## src/rtl/branch_resolve_predict.sv

```systemverilog
// Purpose : condition-flag file with bypass, 2-bit counter prediction table, execute-stage branch resolution.
// Latency : f_pred_taken is combinational; res_*/mispredict/redirect_pc/counters are valid one cycle after r_valid.
// Backpres: none; one resolution accepted per cycle, nothing ever stalls.
//
// Ports:
//   clk, rst                      rising-edge clock, synchronous active-high reset
//   flag_we, zero_in/sign_in/carry_in   ALU flags, latched on flag_we and bypassed in the same cycle
//   f_pc -> f_pred_taken          fetch-side lookup (counter MSB of the indexed entry)
//   r_valid, r_opcode, r_pc, r_target, r_pred_taken   execute-stage instruction
//   res_valid, res_taken, mispredict, redirect_pc     registered resolution
//   br_cnt, mp_cnt                saturating resolved-branch / misprediction counters
module branch_resolve_predict #(
    parameter int PC_W    = 32,
    parameter int IDX_W   = 4,
    parameter int IDX_LSB = 2,
    parameter int PC_INC  = 4,
    parameter int CNT_W   = 16
) (
    input  logic             clk,
    input  logic             rst,
    input  logic             flag_we,
    input  logic             zero_in,
    input  logic             sign_in,
    input  logic             carry_in,
    input  logic [PC_W-1:0]  f_pc,
    output logic             f_pred_taken,
    input  logic             r_valid,
    input  logic [5:0]       r_opcode,
    input  logic [PC_W-1:0]  r_pc,
    input  logic [PC_W-1:0]  r_target,
    input  logic             r_pred_taken,
    output logic             res_valid,
    output logic             res_taken,
    output logic             mispredict,
    output logic [PC_W-1:0]  redirect_pc,
    output logic [CNT_W-1:0] br_cnt,
    output logic [CNT_W-1:0] mp_cnt
);

    localparam int DEPTH = 1 << IDX_W;

    logic             zfl, sfl, cfl;
    logic [1:0]       pht [DEPTH];

    logic             z_eff, s_eff, c_eff;
    logic             is_br, is_cond, cond;
    logic             take;
    logic [IDX_W-1:0] f_idx, r_idx;

    // Only the index bits of the PCs feed the table; the rest is deliberately ignored.
    logic             pc_unused;
    assign pc_unused = ^{f_pc, r_pc};

    assign f_idx = f_pc[IDX_LSB +: IDX_W];
    assign r_idx = r_pc[IDX_LSB +: IDX_W];

    // Lookup reads registered table state, so a same-cycle update at this index is not yet visible.
    assign f_pred_taken = pht[f_idx][1];

    // Flags written this cycle are forwarded straight to the resolution logic.
    assign z_eff = flag_we ? zero_in  : zfl;
    assign s_eff = flag_we ? sign_in  : sfl;
    assign c_eff = flag_we ? carry_in : cfl;

    always_comb begin
        is_br   = 1'b1;
        is_cond = 1'b1;
        cond    = 1'b0;
        case (r_opcode)
            6'b101011, 6'b101000, 6'b100000: begin
                is_cond = 1'b0;
                cond    = 1'b1;
            end
            6'b110001: cond = z_eff;
            6'b110010: cond = ~z_eff;
            6'b110000: cond = s_eff;
            6'b101001: cond = c_eff;
            6'b101010: cond = ~c_eff;
            default: begin
                is_br   = 1'b0;
                is_cond = 1'b0;
            end
        endcase
    end

    assign take = r_valid & is_br;

    always_ff @(posedge clk) begin
        if (rst) begin
            zfl         <= 1'b0;
            sfl         <= 1'b0;
            cfl         <= 1'b0;
            res_valid   <= 1'b0;
            res_taken   <= 1'b0;
            mispredict  <= 1'b0;
            redirect_pc <= '0;
            br_cnt      <= '0;
            mp_cnt      <= '0;
            for (int i = 0; i < DEPTH; i++) begin
                pht[i] <= 2'b01;
            end
        end else begin
            if (flag_we) begin
                zfl <= zero_in;
                sfl <= sign_in;
                cfl <= carry_in;
            end

            res_valid  <= take;
            res_taken  <= take & cond;
            mispredict <= take & (cond != r_pred_taken);

            if (take) begin
                redirect_pc <= cond ? r_target : r_pc + PC_W'(PC_INC);
                if (br_cnt != '1) begin
                    br_cnt <= br_cnt + CNT_W'(1);
                end
                if ((cond != r_pred_taken) && (mp_cnt != '1)) begin
                    mp_cnt <= mp_cnt + CNT_W'(1);
                end
            end

            // Unconditional branches never train the table.
            if (take && is_cond) begin
                if (cond && pht[r_idx] != 2'b11) begin
                    pht[r_idx] <= pht[r_idx] + 2'b01;
                end else if (!cond && pht[r_idx] != 2'b00) begin
                    pht[r_idx] <= pht[r_idx] - 2'b01;
                end
            end
        end
    end

endmodule
```

## config.mk

```make
export PLATFORM = sky130hd
export DESIGN_NAME = branch_resolve_predict
export DESIGN_NICKNAME = d
export VERILOG_FILES = /design/src/rtl/branch_resolve_predict.sv
export SDC_FILE = /design/constraint.sdc
export NUM_CORES = 1
export LEC_CHECK = 0
export ABC_AREA = 1
export CAP_MARGIN = 10
export CORE_MARGIN = 1.5
export CORE_UTILIZATION = 53
export DETAILED_ROUTE_END_ITERATION = 6
export PLACE_DENSITY_LB_ADDON = 0.3
export RECOVER_POWER = 25
export SETUP_SLACK_MARGIN = 0.5
export SYNTH_ARGS = -nofsm -noshare
export SYNTH_HDL_FRONTEND = slang
export SYNTH_SLANG_ARGS = --single-unit
```

## constraint.sdc

```tcl
create_clock -name clk -period 4.6 [get_ports clk]
set_clock_uncertainty 0.1 [all_clocks]
set_input_delay 0.92 -clock clk [delete_from_list [all_inputs] [get_ports clk]]
set_output_delay 0.92 -clock clk [all_outputs]
set_load 0.01 [all_outputs]
```

==> Word level (Yosys, flattened, before mapping) <==
Memories as Yosys holds them, arrays and structs flattened.
Index checks and enable logic that the tools add are counted.
{ "op_classes": {"n_reduce_logical": 12, "addsub": 5, "eq_ne": 12, "n_bitwise": 6, "muxes": 22} }
{ "op_table": {"columns": ["cell", "n"], "rows": [
  ["$eq 6x6->1 const B", 8],
  ["$add 16x1->16 const B", 2],
  ["$add 32x3->32 const B", 1],
  ["$mux 32", 1],
  ["$ne 16x16->1 const B", 2],
  ["$mux 1", 17],
  ["$reduce_or 8->1", 1],
  ["$pmux 1 s6", 1],
  ["$reduce_or 5->1", 1],
  ["$logic_and 1x1->1", 4],
  ["$mux 2", 2],
  ["$mux 4", 1],
  ["$reduce_and 2->1", 2],
  ["$and 1x1->1", 3],
  ["$reduce_or 3->1", 1],
  ["$add 2x1->2 const B", 1],
  ["$ne 2x2->1 const B", 1],
  ["$not 1->1", 2],
  ["$reduce_bool 2->1", 1],
  ["$reduce_or 2->1", 1],
  ["$sub 2x1->2 const B", 1],
  ["$logic_not 1->1", 1],
  ["$ne 1x1->1", 1],
  ["$or 1x1->1", 1]
]} }
{ "word_totals": {"out_inout_bits": 68, "word_cells": 67, "ram_bits": 32, "input_bits": 110, "reg_bits": 70, "mem_count": 1} }
{ "mem_list": {"columns": ["name", "depth", "word_bits", "read_ports", "rd_ports_with_merged_regs", "write_ports", "line_no", "source"], "rows": [
  ["pht", 16, 2, 2, 0, 16, "43", "logic [1:0] pht [DEPTH];"]
]} }

==> Depth between registers and ports, before layout <==
Gate-level depths: netlist of run 1.
{ "depth": {"ltp_word": 13, "ltp_mapped": 16, "depth_no_buf": 14} }

==> Worst setup path before layout of run 1 <==
OpenSTA, ideal clock, no wires.
{ "synth_path": {"path_type": "input to output", "from": "input port f_pc[2]", "to": "output port f_pred_taken", "setup_slack_ns": 1.930, "t_arrival_ns": 1.650, "cell_stages": 5, "required_time_ns": 3.580, "path_buffers": 1, "path_cell_list": "clkbuf_1 -> o211ai_1 -> nand3_1 -> nand2_1 -> o21ai_0"} }
{ "synth_between": {"elab_chain_cells": 1} }
{ "synth_rtl": {"columns": ["item", "line_no", "source"], "rows": [
  ["start, declared", "25", "input logic [PC_W-1:0] f_pc,"],
  ["$mem_v2 16x2", null, null],
  ["end, declared", "26", "output logic f_pred_taken,"]
]} }
Every way passes these cells.

==> Worst setup path after layout of run 1 <==
Ends and elaborated chain as after synthesis.

==> results of run 1 <==
Yosys cell counts:
master,count,area [sq um]
buf_2,12,60.1
a21oi_1,49,245
inv_1,111,417
nor2_1,94,353
nand4_2,1,12.5
xor2_1,32,280
nor3b_1,4,30.0
buf_1,2,7.51
nor3_2,4,40.0
o211ai_1,19,143
nor2_4,1,11.3
buf_8,1,15.0
nand3_1,84,420
nand3b_1,6,45.0
nand4_1,24,150
o221ai_1,1,8.76
a21oi_2,2,17.5
o21ai_1,5,25.0
xnor2_1,8,70.1
dfxtp_1,70,1400
nor2_2,12,75.1
ha_1,6,75.1
clkbuf_1,12,45.0
nor3_1,25,125
nand2_2,7,43.8
clkinv_1,1,3.75
nand2_4,4,45.0
o21ai_0,27,135
inv_4,1,6.26
nor4_1,3,18.8
edfxtp_1,32,961
buf_4,10,75.1
nand2_1,265,995
buf_6,4,45.0
nand3_2,14,140
inv_2,17,63.8
a31oi_1,2,12.5
nor2_8,1,20.0
o21a_1,7,52.6
worst max-delay path, cell delays in order:
cell and delay, ns:
clkdlybuf4s50_1 0.77, o21ai_0 0.14, a21oi_1 0.18, o221ai_1 0.16
o21ai_0 0.13, clkdlybuf4s50_1 0.58
kinds of logic after synthesis:
| logic type | Yosys count | synth area share (%) |
|---|---|---|
| flops | 102 | 35.3 |
| simple gates | 549 | 37.7 |
| buf+inv | 171 | 11.0 |
| xor+xnor | 40 | 5.24 |
| compound gates | 112 | 9.56 |
| fa+ha+maj | 6 | 1.12 |
state kept, by name, indices dropped and copies added (netlist names), 16 cells and up:
register     flops
redirect_pc     32
pht             32
mp_cnt          16
br_cnt          16
through the flow:
step	cell area (sq um)	hold slack (ns)
after floorplan	6690	0.346
after global placement	8200	0.353
after detailed placement	8200	0.360
after CTS	8510	0.369
after global routing	8490	0.388
final	8490	0.364
worst min-delay path by stage:
| stage | cells past startpoint | slack (ns) | startpoint | to |
|---|---|---|---|---|
| floorplan | 2 | 0.35 | sfl | sfl |
| global placement | 2 | 0.35 | redirect_pc[10] | redirect_pc[10] |
| detailed placement | 2 | 0.36 | redirect_pc[13] | redirect_pc[13] |
| CTS | 2 | 0.37 | redirect_pc[10] | redirect_pc[10] |
| global route | 2 | 0.39 | redirect_pc[30] | redirect_pc[30] |
| finish | 2 | 0.36 | redirect_pc[10] | redirect_pc[10] |
routing by layer:
metal / global-route usage (%) / share of wire, % / vias up
met5: 0 / 0 / -
met4: 10.5 / 2.0 / 0
met3: 5.38 / 7.1 / 30
met2: 49.0 / 48 / 224
met1: 36.5 / 43 / 3145
li1: - / - / 3434
layout make-up:
class / instances / share of cell area [%]
tap: 168 / 2.47
multi-input combinational: 707 / 42.1
inverter: 130 / 5.77
clock inverter: 7 / 1.03
clock buffer: 9 / 2.65
sequential: 102 / 27.8
timing repair buffer: 156 / 18.1
power breakdown:
part           leakage [nW]  total [mW]  switching, mW  internal (mW)
Clock                 0.154       0.818          0.382          0.436
Sequential            0.845       0.953        0.00937          0.944
Combinational          2.64       0.335          0.199          0.136
Total                  3.64        2.11          0.590           1.52
==> results.py, run 1 <==
metrics = {
    "synthesis": {
        "synth_area_sq_um": 6690,
        "ys_seq_elements": 102,
        "synth.distinct_cells": 39,
        "yosys_warnings": 0,
        "synth_nets": 1096,
        "yosysSeqAreaShare_pct": 35.3,
        "avgSynthCellArea_sq_um": 6.83,
        "synth_cells": 980,
    },
    "clock_network": {
        "cts_tree": "yes",
        "cts_buffers": 9,
        "clockRootBuffer": "clkbuf_16",
        "clk_pin_slew_ns": 0.08,
        "clock_latency_ns": 0.36,
        "ctsResizeCount": 0,
        "htree_levels": 3,
        "cts_setup_buffers": 0,
        "cts.path.max_buffers": 2,
        "postCtsHoldBufs": 0,
        "clkSinkCount": 102,
    },
    "floorplan": {
        "ios": 178,
        "fp.dieW_um": 115,
        "core-area_sq_um": 12200,
        "dieHeight_um": 115,
        "row_count": 40,
        "die_area_sq_um": 13300,
        "start_util_pct": 55.0,
    },
    "place": {
        "gp_congestion": 0.941,
        "dpl_worst_slack_ns": 0.761,
        "place_inst": 1263,
        "dp.final_hpwl_mm": 13.6,
        "portBuffers": 149,
    },
    "power_and_ir_drop": {
        "p_total_mw": 2.11,
        "leakage_nw": 3.64,
        "power_density_nw_per_um2": 248,
        "irDropWorstVdd_uv": 174,
    },
    "sta": {
        "rsz0062_at_grt": "no",
        "slew-limit-headroom_pct": 31.2,
        "drv_slew": 0,
        "tns_ns": 0,
        "fin_crit_sh_pct": 84.6,
        "final_hold_viol_count": 0,
        "fmax_mhz": 257,
        "worstMarginPinSlew_ns": 1.03,
        "min_period_ns": 3.89,
        "fin_ws_ns": 0.707,
        "finalSetupViolCount": 0,
    },
    "route": {
        "vias": 6833,
        "via_per_inst": 5.34,
        "wl_per_cell_um": 14.8,
        "detail-route-antenna-nets": 0,
        "wl_mm": 18.9,
        "drt_iter0_markers": 496,
        "drc": 0,
        "drt_pass1_iterations": 5,
    },
    "final_layout": {
        "multi_input_area_sq_um": 3580,
        "diodes": 0,
        "fillers": 1105,
        "area_growth_pct": 27.0,
        "final_cell_mix": "nand2_1, inv_1, clkdlybuf4s50_1, nor2_1, nand3_1",
        "drive_above_1_share_pct": 7.56,
        "nets": 1222,
        "layout_commonest_cell": "nand2_1",
        "fin_cells": 1279,
        "post-route-util_pct": 69.8,
        "seq_area_sq_um": 2360,
    },
    "worst_setup_path": {
        "r2r-end": "pht[1][1]",
        "critical_path_class": "primary input to output port",
        "reg2reg_slack_ns": 1.89,
        "startpoint_type": "primary input",
        "ff2ff_path_depth": 12,
        "setup.worst_path.end_class": "output port",
        "required_ns": 3.58,
        "critical_path_arrival_ns": 2.87,
        "critical_path.endpoint": "f_pred_taken",
        "reg2reg_from": "zfl",
        "startpoint": "f_pc[2]",
        "critPathMaxFanout": 16,
    },
    "global_route": {
        "grt_start_max_net_pins": 45,
        "grt_usage_pct": 28.8,
        "grt_pass1_vias": 6332,
        "antenna_found_initial": 0,
        "grt_pass1_wl_mm": 30.2,
        "grt_overflow": 0,
    },
    "run": {
        "cap_viol_max_count": 0,
    },
    "status": {
        "status": "completed",
    },
    "worst_hold_path": {
        "hp-class": "flop to flop",
    },
}
Note: power is estimated with default switching activity, not from simulation.
==> run 2, diff against run 1 <==
- CORE_UTILIZATION: 53 -> 50
- clock period: 4.6 -> 3.8 ns (I/O delays scaled with it)
==> run 2 against run 1 <==
Die area up 5.8%. Count of clock-buffer cells in the layout increased by 1. Critical path depth did not move. Sequential power increased by 21%. Combinational power increased by 22%. Via count is 0.61% lower. Sequential cell count stayed put. Cell count up 1.2%.
==> results.py, run 2 (synthesized netlist as in run 1, its figures left out) <==
metrics = {
    "clock_network": {
        "cts_tree": "yes",
        "postCtsHoldBufs": 0,
        "clockRootBuffer": "clkbuf_16",
        "clk_pin_slew_ns": 0.07,
        "clkSinkCount": 102,
        "htree_levels": 3,
        "cts.path.max_buffers": 2,
        "cts_buffers": 9,
        "clock_latency_ns": 0.35,
    },
    "place": {
        "portBuffers": 149,
        "placed_cell_area_sq_um": 8260,
        "dp.final_hpwl_mm": 13.6,
        "place_inst": 1278,
        "gp_congestion": 0.958,
    },
    "global_route": {
        "grt_pass1_wl_mm": 31.0,
        "grt_overflow": 0,
        "grt_start_max_net_pins": 45,
        "grt_usage_pct": 27.2,
        "antenna_found_initial": 0,
        "grt_pass1_vias": 6364,
    },
    "route": {
        "via_per_inst": 5.25,
        "wl_mm": 18.7,
        "detail-route-antenna-nets": 0,
        "wl_per_cell_um": 14.5,
        "drt_iter0_markers": 363,
        "vias": 6791,
        "drc": 0,
        "drt_pass1_iterations": 5,
    },
    "worst_setup_path": {
        "path_buf_inv": 2,
        "ff2ff_path_depth": 11,
        "cp_slowest_cell": "clkdlybuf4s50_1",
        "setup.worst_path.end_class": "output port",
        "cp_cell_sequence": "dlygate4sd2_1 -> o21ai_0 -> a21oi_1 -> o221ai_1 -> o21ai_0 -> clkdlybuf4s50_1",
        "critical_path_class": "primary input to output port",
        "critical_path.endpoint": "f_pred_taken",
        "reg2reg_slack_ns": 1.52,
        "crit_top_cell": "o21ai_0",
        "startpoint": "f_pc[2]",
        "critPathMaxFanout": 16,
        "cpLargestDelayFamily": "buffers and inverters",
        "crit_path_max_incr_delay_ns": 0.55,
        "reg2reg_from": "br_cnt[0]",
        "startpoint_type": "primary input",
        "critical_path_arrival_ns": 2.27,
        "r2r-end": "br_cnt[5]",
        "cp_num_cells": 6,
        "required_ns": 2.94,
    },
    "sta": {
        "final_hold_viol_count": 0,
        "finalSetupViolCount": 0,
        "drv_slew": 0,
        "tns_ns": 0,
        "min_period_ns": 3.13,
        "fmax_mhz": 320,
        "rsz0062_at_grt": "no",
        "worstMarginPinSlew_ns": 0.509,
        "slew-limit-headroom_pct": 66.1,
        "fin_crit_sh_pct": 82.3,
    },
    "final_layout": {
        "fin_cells": 1294,
        "final_cell_mix": "nand2_1, inv_1, clkdlybuf4s50_1, nor2_1, nand3_1",
        "diodes": 0,
        "drive_above_1_share_pct": 8.23,
        "nets": 1229,
        "post-route-cell-area_sq_um": 8570,
        "post-route-util_pct": 65.2,
        "layout_commonest_cell": "nand2_1",
        "reg.largest.list": "pht x32, redirect_pc x32",
        "area_growth_pct": 28.0,
    },
    "floorplan": {
        "start_util_pct": 50.9,
        "dieHeight_um": 119,
        "core-area_sq_um": 13100,
        "die_area_sq_um": 14100,
        "row_count": 42,
        "fp.dieW_um": 119,
        "ios": 178,
    },
    "power_and_ir_drop": {
        "p_total_mw": 2.54,
        "power_density_nw_per_um2": 296,
        "irDropWorstVdd_uv": 206,
        "leakage_nw": 3.69,
    },
    "worst_hold_path": {
        "whs_path_depth": 2,
        "hp-class": "flop to flop",
    },
    "run": {
        "cap_viol_max_count": 0,
    },
    "status": {
        "status": "completed",
    },
}
[run 2: metrics by stage]
step | hold WS (ns) | setup slack (ns)
2_1_floorplan | 0.346 | 1.42
4_1_cts | 0.370 | 0.532
3_3_place_gp | 0.352 | 0.400
3_5_place_dp | 0.360 | 0.392
6_report | 0.366 | 0.673
5_1_grt | 0.381 | 0.503
[run 2: layout make-up]
class	count	area (sq um)
fill	1189	4570
clock inverter	6	66.3
sequential	102	2360
tap	176	220
clock buffer	10	239
multi-input combinational	707	3590
timing repair buffer	163	1590
inverter	130	490
[run 2: worst min-delay path by stage]
stage	slack, ns	startpoint	end
floorplan	0.35	sfl	sfl
global placement	0.35	redirect_pc[17]	redirect_pc[17]
detailed placement	0.36	redirect_pc[31]	redirect_pc[31]
CTS	0.37	redirect_pc[9]	redirect_pc[9]
global route	0.38	redirect_pc[31]	redirect_pc[31]
finish	0.37	redirect_pc[9]	redirect_pc[9]
[run 2: worst min-delay path: stages, from the launching register on]
cell and delay (ns):
dfxtp_1 0.31, nand2_1 0.06, a21oi_1 0.05
[run 2: power breakdown]
part	leakage, nW	internal [mW]	switching [mW]
clock network	0.155	0.534	0.441
logic	2.69	0.171	0.238
registers	0.845	1.14	0.0113
[run 2: layer usage]
| metal | track usage (%) | part of all wire (%) |
|---|---|---|
| met1 | 36.0 | 43 |
| met2 | 43.9 | 46 |
| met3 | 6.23 | 9.1 |
| met4 | 9.26 | 1.9 |
| met5 | 0 | 0 |
[run 2: repair_timing]
item	in CTS	in global routing
resized for setup	1	1
endpoints found under the setup margin	1	1
pin swaps	0	0
buffers inserted	0	0
